**src/rtl/mem_control_if.sv**
```systemverilog
// mem_control_if: EX-stage, memory-port and writeback signals of the memory control unit.
interface mem_control_if;
    logic        InValid, RegWriteIn, MemRead, MemWrite, Flush, MemAck;
    logic [4:0]  WriteRegIn, WriteRegOut;
    logic [31:0] ALUResult, StoreData, MemRData, MemAddr, MemWData, WBData;
    logic        MemReq, MemWe, Stall, WBValid, RegWriteOut, MemErr;
    modport master (
        output InValid, RegWriteIn, MemRead, MemWrite, WriteRegIn, ALUResult, StoreData, Flush, MemAck, MemRData,
        input  MemReq, MemWe, MemAddr, MemWData, Stall, WBValid, RegWriteOut, WriteRegOut, WBData, MemErr
    );
    modport slave (
        input  InValid, RegWriteIn, MemRead, MemWrite, WriteRegIn, ALUResult, StoreData, Flush, MemAck, MemRData,
        output MemReq, MemWe, MemAddr, MemWData, Stall, WBValid, RegWriteOut, WriteRegOut, WBData, MemErr
    );
endinterface

```
**src/rtl/mem_control.sv**
```systemverilog
// mem_control: MEM stage; passes ALU results through, runs one load/store at a time
// against a request/ack memory port with a bounded wait, and drives writeback.
module mem_control #(
    parameter int TIMEOUT = 15
) (
    input  logic          clk,
    input  logic          rst,
    mem_control_if.slave  bus
);
    typedef enum logic [1:0] {IDLE, ACCESS, RESP} state_t;
    state_t      state_q, state_d;
    logic [7:0]  cnt_q, cnt_d;
    logic        req_q, req_d, we_q, we_d, wbv_q, wbv_d, rw_q, rw_d, err_q, err_d;
    logic        load_q, load_d, prw_q, prw_d;
    logic [4:0]  rd_q, rd_d;
    logic [31:0] addr_q, addr_d, wdata_q, wdata_d, wbdata_q, wbdata_d;
    logic        accept, is_mem;
    always_comb begin
        accept   = bus.InValid && !bus.Flush && state_q != ACCESS;
        is_mem   = bus.MemRead || bus.MemWrite;
        state_d  = state_q == ACCESS ? ACCESS : IDLE;
        cnt_d    = cnt_q;
        req_d    = req_q;
        we_d     = we_q;
        addr_d   = addr_q;
        wdata_d  = wdata_q;
        load_d   = load_q;
        prw_d    = prw_q;
        rd_d     = rd_q;
        wbdata_d = wbdata_q;
        wbv_d    = 1'b0;
        rw_d     = 1'b0;
        err_d    = 1'b0;
        if (state_q == ACCESS) begin
            // ack is checked first so an ack in the final wait cycle still succeeds
            if (bus.MemAck) begin
                state_d  = RESP;
                req_d    = 1'b0;
                we_d     = 1'b0;
                wbv_d    = 1'b1;
                rw_d     = load_q && prw_q;
                wbdata_d = load_q ? bus.MemRData : wbdata_q;
            end else begin
                cnt_d = cnt_q + 8'd1;
                if (cnt_d == 8'(TIMEOUT)) begin
                    state_d = RESP;
                    req_d   = 1'b0;
                    we_d    = 1'b0;
                    wbv_d   = 1'b1;
                    err_d   = 1'b1;
                end
            end
        end else if (accept) begin
            rd_d  = bus.WriteRegIn;
            wbv_d = !is_mem || bus.ALUResult[1:0] != 2'b00;
            rw_d  = !is_mem && bus.RegWriteIn;
            err_d = is_mem && bus.ALUResult[1:0] != 2'b00;
            wbdata_d = is_mem ? wbdata_q : bus.ALUResult;
            if (is_mem && bus.ALUResult[1:0] == 2'b00) begin
                state_d = ACCESS;
                cnt_d   = 8'd0;
                req_d   = 1'b1;
                we_d    = bus.MemWrite;
                addr_d  = bus.ALUResult;
                wdata_d = bus.MemWrite ? bus.StoreData : wdata_q;
                load_d  = !bus.MemWrite;
                prw_d   = bus.RegWriteIn;
            end
        end
    end
    always_ff @(posedge clk or posedge rst) begin
        if (rst) begin
            state_q  <= IDLE;
            cnt_q    <= '0;
            req_q    <= 1'b0;
            we_q     <= 1'b0;
            wbv_q    <= 1'b0;
            rw_q     <= 1'b0;
            err_q    <= 1'b0;
            load_q   <= 1'b0;
            prw_q    <= 1'b0;
            rd_q     <= '0;
            addr_q   <= '0;
            wdata_q  <= '0;
            wbdata_q <= '0;
        end else begin
            state_q  <= state_d;
            cnt_q    <= cnt_d;
            req_q    <= req_d;
            we_q     <= we_d;
            wbv_q    <= wbv_d;
            rw_q     <= rw_d;
            err_q    <= err_d;
            load_q   <= load_d;
            prw_q    <= prw_d;
            rd_q     <= rd_d;
            addr_q   <= addr_d;
            wdata_q  <= wdata_d;
            wbdata_q <= wbdata_d;
        end
    end
    assign bus.MemReq      = req_q;
    assign bus.MemWe       = we_q;
    assign bus.MemAddr     = addr_q;
    assign bus.MemWData    = wdata_q;
    assign bus.Stall       = state_q == ACCESS;
    assign bus.WBValid     = wbv_q;
    assign bus.RegWriteOut = rw_q;
    assign bus.WriteRegOut = rd_q;
    assign bus.WBData      = wbdata_q;
    assign bus.MemErr      = err_q;
endmodule

```
**src/flat_wrapper.sv**
```systemverilog
// flat-port wrapper written by rule: the top's interface ports become plain ports
module mem_control_flat 
#(
    parameter int TIMEOUT = 15
)
  (clk, rst, bus_InValid, bus_RegWriteIn, bus_MemRead, bus_MemWrite, bus_WriteRegIn, bus_ALUResult, bus_StoreData, bus_Flush, bus_MemAck, bus_MemRData, bus_MemReq, bus_MemWe, bus_MemAddr, bus_MemWData, bus_Stall, bus_WBValid, bus_RegWriteOut, bus_WriteRegOut, bus_WBData, bus_MemErr);
  mem_control_if bus_i ();
  input  logic clk;
  input  logic rst;
  input wire logic [$bits(bus_i.InValid)-1:0] bus_InValid;
  input wire logic [$bits(bus_i.RegWriteIn)-1:0] bus_RegWriteIn;
  input wire logic [$bits(bus_i.MemRead)-1:0] bus_MemRead;
  input wire logic [$bits(bus_i.MemWrite)-1:0] bus_MemWrite;
  input wire logic [$bits(bus_i.WriteRegIn)-1:0] bus_WriteRegIn;
  input wire logic [$bits(bus_i.ALUResult)-1:0] bus_ALUResult;
  input wire logic [$bits(bus_i.StoreData)-1:0] bus_StoreData;
  input wire logic [$bits(bus_i.Flush)-1:0] bus_Flush;
  input wire logic [$bits(bus_i.MemAck)-1:0] bus_MemAck;
  input wire logic [$bits(bus_i.MemRData)-1:0] bus_MemRData;
  output wire logic [$bits(bus_i.MemReq)-1:0] bus_MemReq;
  output wire logic [$bits(bus_i.MemWe)-1:0] bus_MemWe;
  output wire logic [$bits(bus_i.MemAddr)-1:0] bus_MemAddr;
  output wire logic [$bits(bus_i.MemWData)-1:0] bus_MemWData;
  output wire logic [$bits(bus_i.Stall)-1:0] bus_Stall;
  output wire logic [$bits(bus_i.WBValid)-1:0] bus_WBValid;
  output wire logic [$bits(bus_i.RegWriteOut)-1:0] bus_RegWriteOut;
  output wire logic [$bits(bus_i.WriteRegOut)-1:0] bus_WriteRegOut;
  output wire logic [$bits(bus_i.WBData)-1:0] bus_WBData;
  output wire logic [$bits(bus_i.MemErr)-1:0] bus_MemErr;
  assign bus_i.InValid = bus_InValid;
  assign bus_i.RegWriteIn = bus_RegWriteIn;
  assign bus_i.MemRead = bus_MemRead;
  assign bus_i.MemWrite = bus_MemWrite;
  assign bus_i.WriteRegIn = bus_WriteRegIn;
  assign bus_i.ALUResult = bus_ALUResult;
  assign bus_i.StoreData = bus_StoreData;
  assign bus_i.Flush = bus_Flush;
  assign bus_i.MemAck = bus_MemAck;
  assign bus_i.MemRData = bus_MemRData;
  assign bus_MemReq = bus_i.MemReq;
  assign bus_MemWe = bus_i.MemWe;
  assign bus_MemAddr = bus_i.MemAddr;
  assign bus_MemWData = bus_i.MemWData;
  assign bus_Stall = bus_i.Stall;
  assign bus_WBValid = bus_i.WBValid;
  assign bus_RegWriteOut = bus_i.RegWriteOut;
  assign bus_WriteRegOut = bus_i.WriteRegOut;
  assign bus_WBData = bus_i.WBData;
  assign bus_MemErr = bus_i.MemErr;
  mem_control #(.TIMEOUT(TIMEOUT)) u_core (.clk(clk), .rst(rst), .bus(bus_i));
endmodule
```
**config.mk**
```make
export PLATFORM = sky130hd
export DESIGN_NAME = mem_control_flat
export DESIGN_NICKNAME = d
export VERILOG_FILES = /design/src/rtl/mem_control_if.sv /design/src/rtl/mem_control.sv /design/src/flat_wrapper.sv
export SDC_FILE = /design/constraint.sdc
export NUM_CORES = 1
export LEC_CHECK = 0
export ABC_AREA = 1
export ABC_CLOCK_PERIOD_IN_PS = 7400
export CORE_ASPECT_RATIO = 1.75
export CORE_MARGIN = 3
export CORE_UTILIZATION = 48
export CTS_BUF_LIST = sky130_fd_sc_hd__clkbuf_4 sky130_fd_sc_hd__clkbuf_8 sky130_fd_sc_hd__clkbuf_16
export DETAILED_ROUTE_END_ITERATION = 7
export DONT_BUFFER_PORTS = 1
export PLACE_DENSITY_LB_ADDON = 0.25
export REMOVE_ABC_BUFFERS = 1
export SYNTH_ARGS = -nofsm -noshare
export SYNTH_HDL_FRONTEND = slang
export SYNTH_SLANG_ARGS = --single-unit
export TNS_END_PERCENT = 100
```
**constraint.sdc**
```tcl
create_clock -name clk -period 7.4 [get_ports clk]
set_clock_uncertainty 0.1 [all_clocks]
set_input_delay 1.85 -clock clk [delete_from_list [all_inputs] [get_ports clk]]
set_output_delay 1.85 -clock clk [all_outputs]
set_load 0.02 [all_outputs]
```
==> Word-level counts from Yosys, hierarchy flattened <==
Cells that the tools add are included.
{ "op_classes": {"add_sub_neg": 1, "eq_ne": 8, "mux": 33, "bitwise": 1, "reduce_logical": 21} }
{ "ops": {"columns": ["op", "count"], "rows": [
  ["2-to-1 mux 32 bit", 5],
  ["2-to-1 mux 8 bit", 4],
  ["2-to-1 mux 1 bit", 19],
  ["2-to-1 mux 2 bit", 5],
  ["AND reduction 3 bit", 3],
  ["adder 8 x 1 -> 8 bit (second input constant)", 1],
  ["equality test 8 x 4 -> 1 bit (second input constant)", 1],
  ["AND reduction 4 bit", 2],
  ["logical AND 1 bit", 6],
  ["!= test 2 bit (second input constant)", 3],
  ["nonzero test 2 bit", 3],
  ["!= test 2 x 1 -> 1 bit (second input constant)", 2],
  ["logical NOT 1 bit", 3],
  ["!= test 3 x 2 -> 1 bit (second input constant)", 1],
  ["equality test 2 x 1 -> 1 bit (second input constant)", 1],
  ["logical NOT 2 bit", 1],
  ["logical OR 1 bit", 2],
  ["AND reduction 2 bit", 1],
  ["inverter 1 bit", 1]
]} }
{ "word_totals": {"regBits": 118, "inputBits": 109, "output_inout_bits": 107, "wordCells": 77} }

==> Logic depth before layout (Yosys ltp) <==
{ "logic_depth": {"depth_word": 5, "mapped_depth": 12, "mapped_depth_nobuf": 11} }

==> Worst setup path after synthesis <==
No wires, ideal clock.
{ "synth_path": {"kind": "input port to flip-flop", "startpoint": "in bus_InValid", "endpoint": "reg u_core.wdata_q[0], in the netlist u_core.bus.MemWData[0]", "setup_ps": 65, "t_arrival_ps": 2794, "setup_slack_ps": 4441, "stages": 11, "n_path_buf": 1, "path_cell_list": "inv_1 -> nor2_1 -> nand2_4 -> inv_4 -> nand2_2 -> inv_2 -> nand2_4 -> inv_2 -> buf_4 -> nand2_1 -> nand2_1"} }
{ "synth_between": {"elab_chain_cells": 3} }
{ "synth_rtl": {"columns": ["element", "line", "source"], "rows": [
  ["start, declared", "flat_wrapper.sv:10", "input wire logic [$bits(bus_i.InValid)-1:0] bus_InValid;"],
  ["logical AND 1 bit (2 in a row)", "mem_control.sv:19", "accept = bus.InValid && !bus.Flush && state_q != ACCESS;"],
  ["AND reduction 4 bit (no source line)", null, null],
  ["end signal, assigned", "mem_control.sv:98", "wdata_q <= wdata_d;"],
  ["end, declared", "mem_control.sv:16", "logic [31:0] addr_q, addr_d, wdata_q, wdata_d, wbdata_q, wbdata_d;"]
]} }
Every way passes these cells.
A chain may end at the register's enable or synchronous reset.

==> Final worst setup path <==
{ "layout_path": {"startpoint": "in bus_InValid", "endpoint": "reg u_core.wdata_q[14], in the netlist u_core.bus.MemWData[14]"} }
Same word-level chain as after synthesis.

==> flow_results.org <==
** Flow run
- Maximum capacitance violations :: 0

** Critical path
- In this design, the stage delay of the slowest critical-path cell is 0.66 ns.
- The slowest stage of the critical path belongs to the cell inv_2.
- Reg2Reg Launch Point :: u_core.state_q[0]$_DFF_PP0_
- Critical R2R Capture :: u_core.bus.MemWData[14]$_DFFE_PP0P_
- STA classifies the critical path startpoint as an input pin.
- Worst EP arrival :: 4.49 ns
- Worst-case reg-to-reg path depth :: 12
- In this run the worst path has a maximum fanout of 38.
- The worst setup path is captured at a flip-flop.
- Slack of the worst reg-to-reg path :: 3.47 ns
- Start-to-end type of the worst setup path :: in2reg
- Traced cell by cell, the critical path runs through inv_1, nor2_1, nand2_4, inv_4, nand2_2, inv_2, nand2_4, inv_2, nand2_1, nand2_1.
- STA puts the critical path data required time at 7.65 ns.

** CTS
- CTS placed an instance of clkbuf_16 at the clock tree root.
- Buffers inserted by post-CTS timing repair :: 0
- Clock slew at the register clock pins of the worst setup and hold paths :: 0.05 ns
- Source-to-sink clock delay at the later pin of the worst-skew pair :: 0.41 ns
- TritonCTS Buffers :: 17
- Count of H-tree levels built during CTS :: 4
- The clock passes through at most 2 buffers.
- The clock net in this run drives a total of 118 sinks.
- TritonCTS built the clock tree.
- Gates resized during post-CTS repair numbered 0.
- Hold-fix buffers at CTS :: 0

** Synthesis
- Number of instances in the synthesized netlist :: 578
- The biggest area contributor in the post-synthesis netlist is dfrtp_1.
- The mapped netlist covers 0.00490 mm².
- Avg Inst Size Synth :: 8.47 µm²
- In this run, synthesis produced a sequential element count of 118.
- By area the synthesized netlist is led by dfrtp_1 (60%), nand2_1 (23%), a31oi_1 (4.1%), nor2_1 (3.5%), inv_1 (1.4%).
- The synthesized netlist contains 21 unique library cells.
- YS warnings :: 0
- For this run, the register share of the synthesized area comes to 0.603.
- The share of synthesized area in the top cell type comes to 0.603.

** Cells and area
- The area growth from synthesis to layout is 12.8%.
- In the layout the commonest cells are nand2_1 (299), dfrtp_1 (118), nor2_1 (46).
- Most frequent standard cell in the layout excluding fill and tap cells :: nand2_1
- At the end of the flow, the number of nets in the layout was 685.
- In the final layout, the share of cells above drive strength 1 is 0.0768.
- Diode insertion count for antenna repair :: 0
- Utilization after layout :: 0.558

** Pwr
- For this design the ratio of total power to cell area is 376 mW/mm².
- Relative contribution of the clock network to total power :: 0.390
- The analysis attributes to net switching a power of 680 µW.
- The internal portion of the total power is 1.40 mW.
- Of the total power, the share spent switching nets is 0.327.
- Part of the power in combinational logic :: 0.096
- Standby leakage power :: 2.83 nW
- Worst vdd rail ir drop :: 0.231 mV
- Of the total power, registers draw 0.515.

** GRT
- Number of antenna violations at the first check in global routing :: 0
- Met1 track utilization from global routing :: 0.242
- Across every metal layer, demand over resource in global routing totals 0.227.
- Via count of the first global-routing pass :: 3868
- Grt ovf :: 0
- Met3 Track Usage GR :: 0.0991
- GRT Max-Usage Layer :: met2
- Met2 layer usage reported by global route :: 0.365
- Entering global routing, the biggest net connects 70 pins.
- Global-route wire length before repair :: 19500 µm

** Detailed routing
- For this block, the via count after detailed routing is 3813.
- Post-route DRC :: 0
- Before antenna repair, the detailed router went through 4 iterations.
- Final wirelength :: 12400 µm
- Vias per Instance :: 5.36
- For this block, the initial DRC count from the detailed router was 279.
- The detail route stage leaves a number of antenna-violating nets equal to 0.
- After detailed routing, the average wire length per cell comes to 17.5 µm.

** STA
- For the final routed database, the setup TNS stands at 0 ns.
- Final Slew Violations :: 0
- Setup repair after global routing missed its margin :: false
- Worst slew margin :: 0.256
- Subtracting the final worst setup slack from the clock period gives 4.24 ns.
- The hold violation count in the final report is 0.
- At the pin with the least slew margin, the transition time is 1.11 ns.
- Final worst-path cycle share :: 0.573
- Highest clock rate :: 0.236 GHz
- Setup violations remaining at the end of the flow were counted as 0.

** Floorplanning
- Width of the chip :: 82.4 µm
- The total area inside the core boundary comes to 0.00991 mm².
- Chip height :: 140 µm
- The die covers 0.0115 mm².
- Initial core utilization :: 0.494
- 216 I/O pins were placed.
- Number of rows in the core area :: 48

** Min path
- The startpoint identified for the worst hold timing path is u_core.prw_q$_DFFE_PP0P_.
- The worst hold path was traced through 2 stages.
- The path with the worst hold slack has its endpoint at u_core.prw_q$_DFFE_PP0P_.
- Worst min-delay path category :: reg2reg

** Place
- Detailed placement ended at an HPWL of 8820 µm.
- The count of buffers added on input and output ports is 0.
- Final Wtd Congestion :: 0.789

** Run status
- The flow ran to the end, and the final reports show no timing, DRC or antenna violations.
==> worst max path at each step <==
stage,cells past startpoint,slack (ns),from,end
2_1_floorplan,1,2.32,rst,u_core.bus.MemAddr[0]$_DFFE_PP0P_
3_3_place_gp,10,2.82,bus_InValid,u_core.bus.MemWData[25]$_DFFE_PP0P_
3_5_place_dp,10,2.66,bus_InValid,u_core.bus.MemWData[26]$_DFFE_PP0P_
4_1_cts,10,3.11,bus_InValid,u_core.bus.MemWData[26]$_DFFE_PP0P_
5_1_grt,10,2.81,bus_InValid,u_core.bus.MemWData[8]$_DFFE_PP0P_
6_report,10,3.16,bus_InValid,u_core.bus.MemWData[14]$_DFFE_PP0P_
==> area by class of cell <==
type                            count  area, µm²
Inverter                           22       87.6
Sequential cell                   118       2950
Tap cell                          125        156
Clock buffer                       22        488
Timing Repair Buffer                2       15.0
Multi-Input combinational cell    413       1730
Fill cell                         886       4380
Clock inverter                      9        100
==> registers in the layout, indices dropped and copies added, names as in the netlist, 2 cells and up <==
signal	cells
u_core.bus.MemAddr	32
u_core.bus.MemWData	32
u_core.bus.WBData	32
u_core.cnt_q	8
u_core.bus.WriteRegOut	5
u_core.state_q	2
==> per-stage QoR <==
stage | hold WS (ns) | area, µm² | power, mW | worst slack [ns] | instances
3_3_place_gp | 0.370 | 4940 | 1.27 | 2.82 | 680
5_1_grt | 0.407 | 5530 | 2.18 | 2.81 | 711
2_1_floorplan | 0.353 | 4760 | 1.20 | 2.32 | 553
3_5_place_dp | 0.373 | 4940 | 1.28 | 2.66 | 680
6_report | 0.380 | 5530 | 2.08 | 3.16 | 711
4_1_cts | 0.386 | 5530 | 2.09 | 3.11 | 711
==> worst max-delay path, delay by kind of cell <==
| family | cells | cell delay [ns] |
|---|---|---|
| buffers and inverters | 4 | 1.32 |
| AND/OR/NAND/NOR | 6 | 1.30 |
==> cell usage after synthesis <==
cell and instances:
inv_1 18, nand4_1 1, inv_4 1, nor2_1 46
nor2_4 1, ha_1 2, nor3_2 1, nand2_1 299
buf_4 7, o22ai_1 3, nand3_1 12, inv_2 3
o21ai_0 10, dfrtp_1 118, buf_2 12, nand2_4 2
clkbuf_1 6, a31oi_1 32, nand2_2 2, nor2_2 1
o21bai_1 1
==> cells by family (layout without fill, tap and decap cells) <==
kind of cell,after synthesis,count (layout),share of synthesized area
AOI/OAI and AO/OA,46,46,0.0565
adders and majority gates,2,2,0.00511
buffers and inverters,47,55,0.0450
DFF,118,118,0.603
and+or+nand+nor,365,365,0.291
==> power groups by stage <==
stage	Combinational, mW	Sequential, mW	Clock (mW)
finish	0.199	1.07	0.809
floorplan	0.165	1.04	0
CTS	0.202	1.07	0.820
global placement	0.187	1.08	0
global route	0.237	1.09	0.853
detailed placement	0.203	1.08	0
==> per-layer routing <==
metal / part of all wire / routed length, µm
met5: 0 / 0
met4: 0.033 / 405
met3: 0.12 / 1530
met2: 0.50 / 6270
met1: 0.34 / 4230
Note: power is estimated with default switching activity, not from simulation.
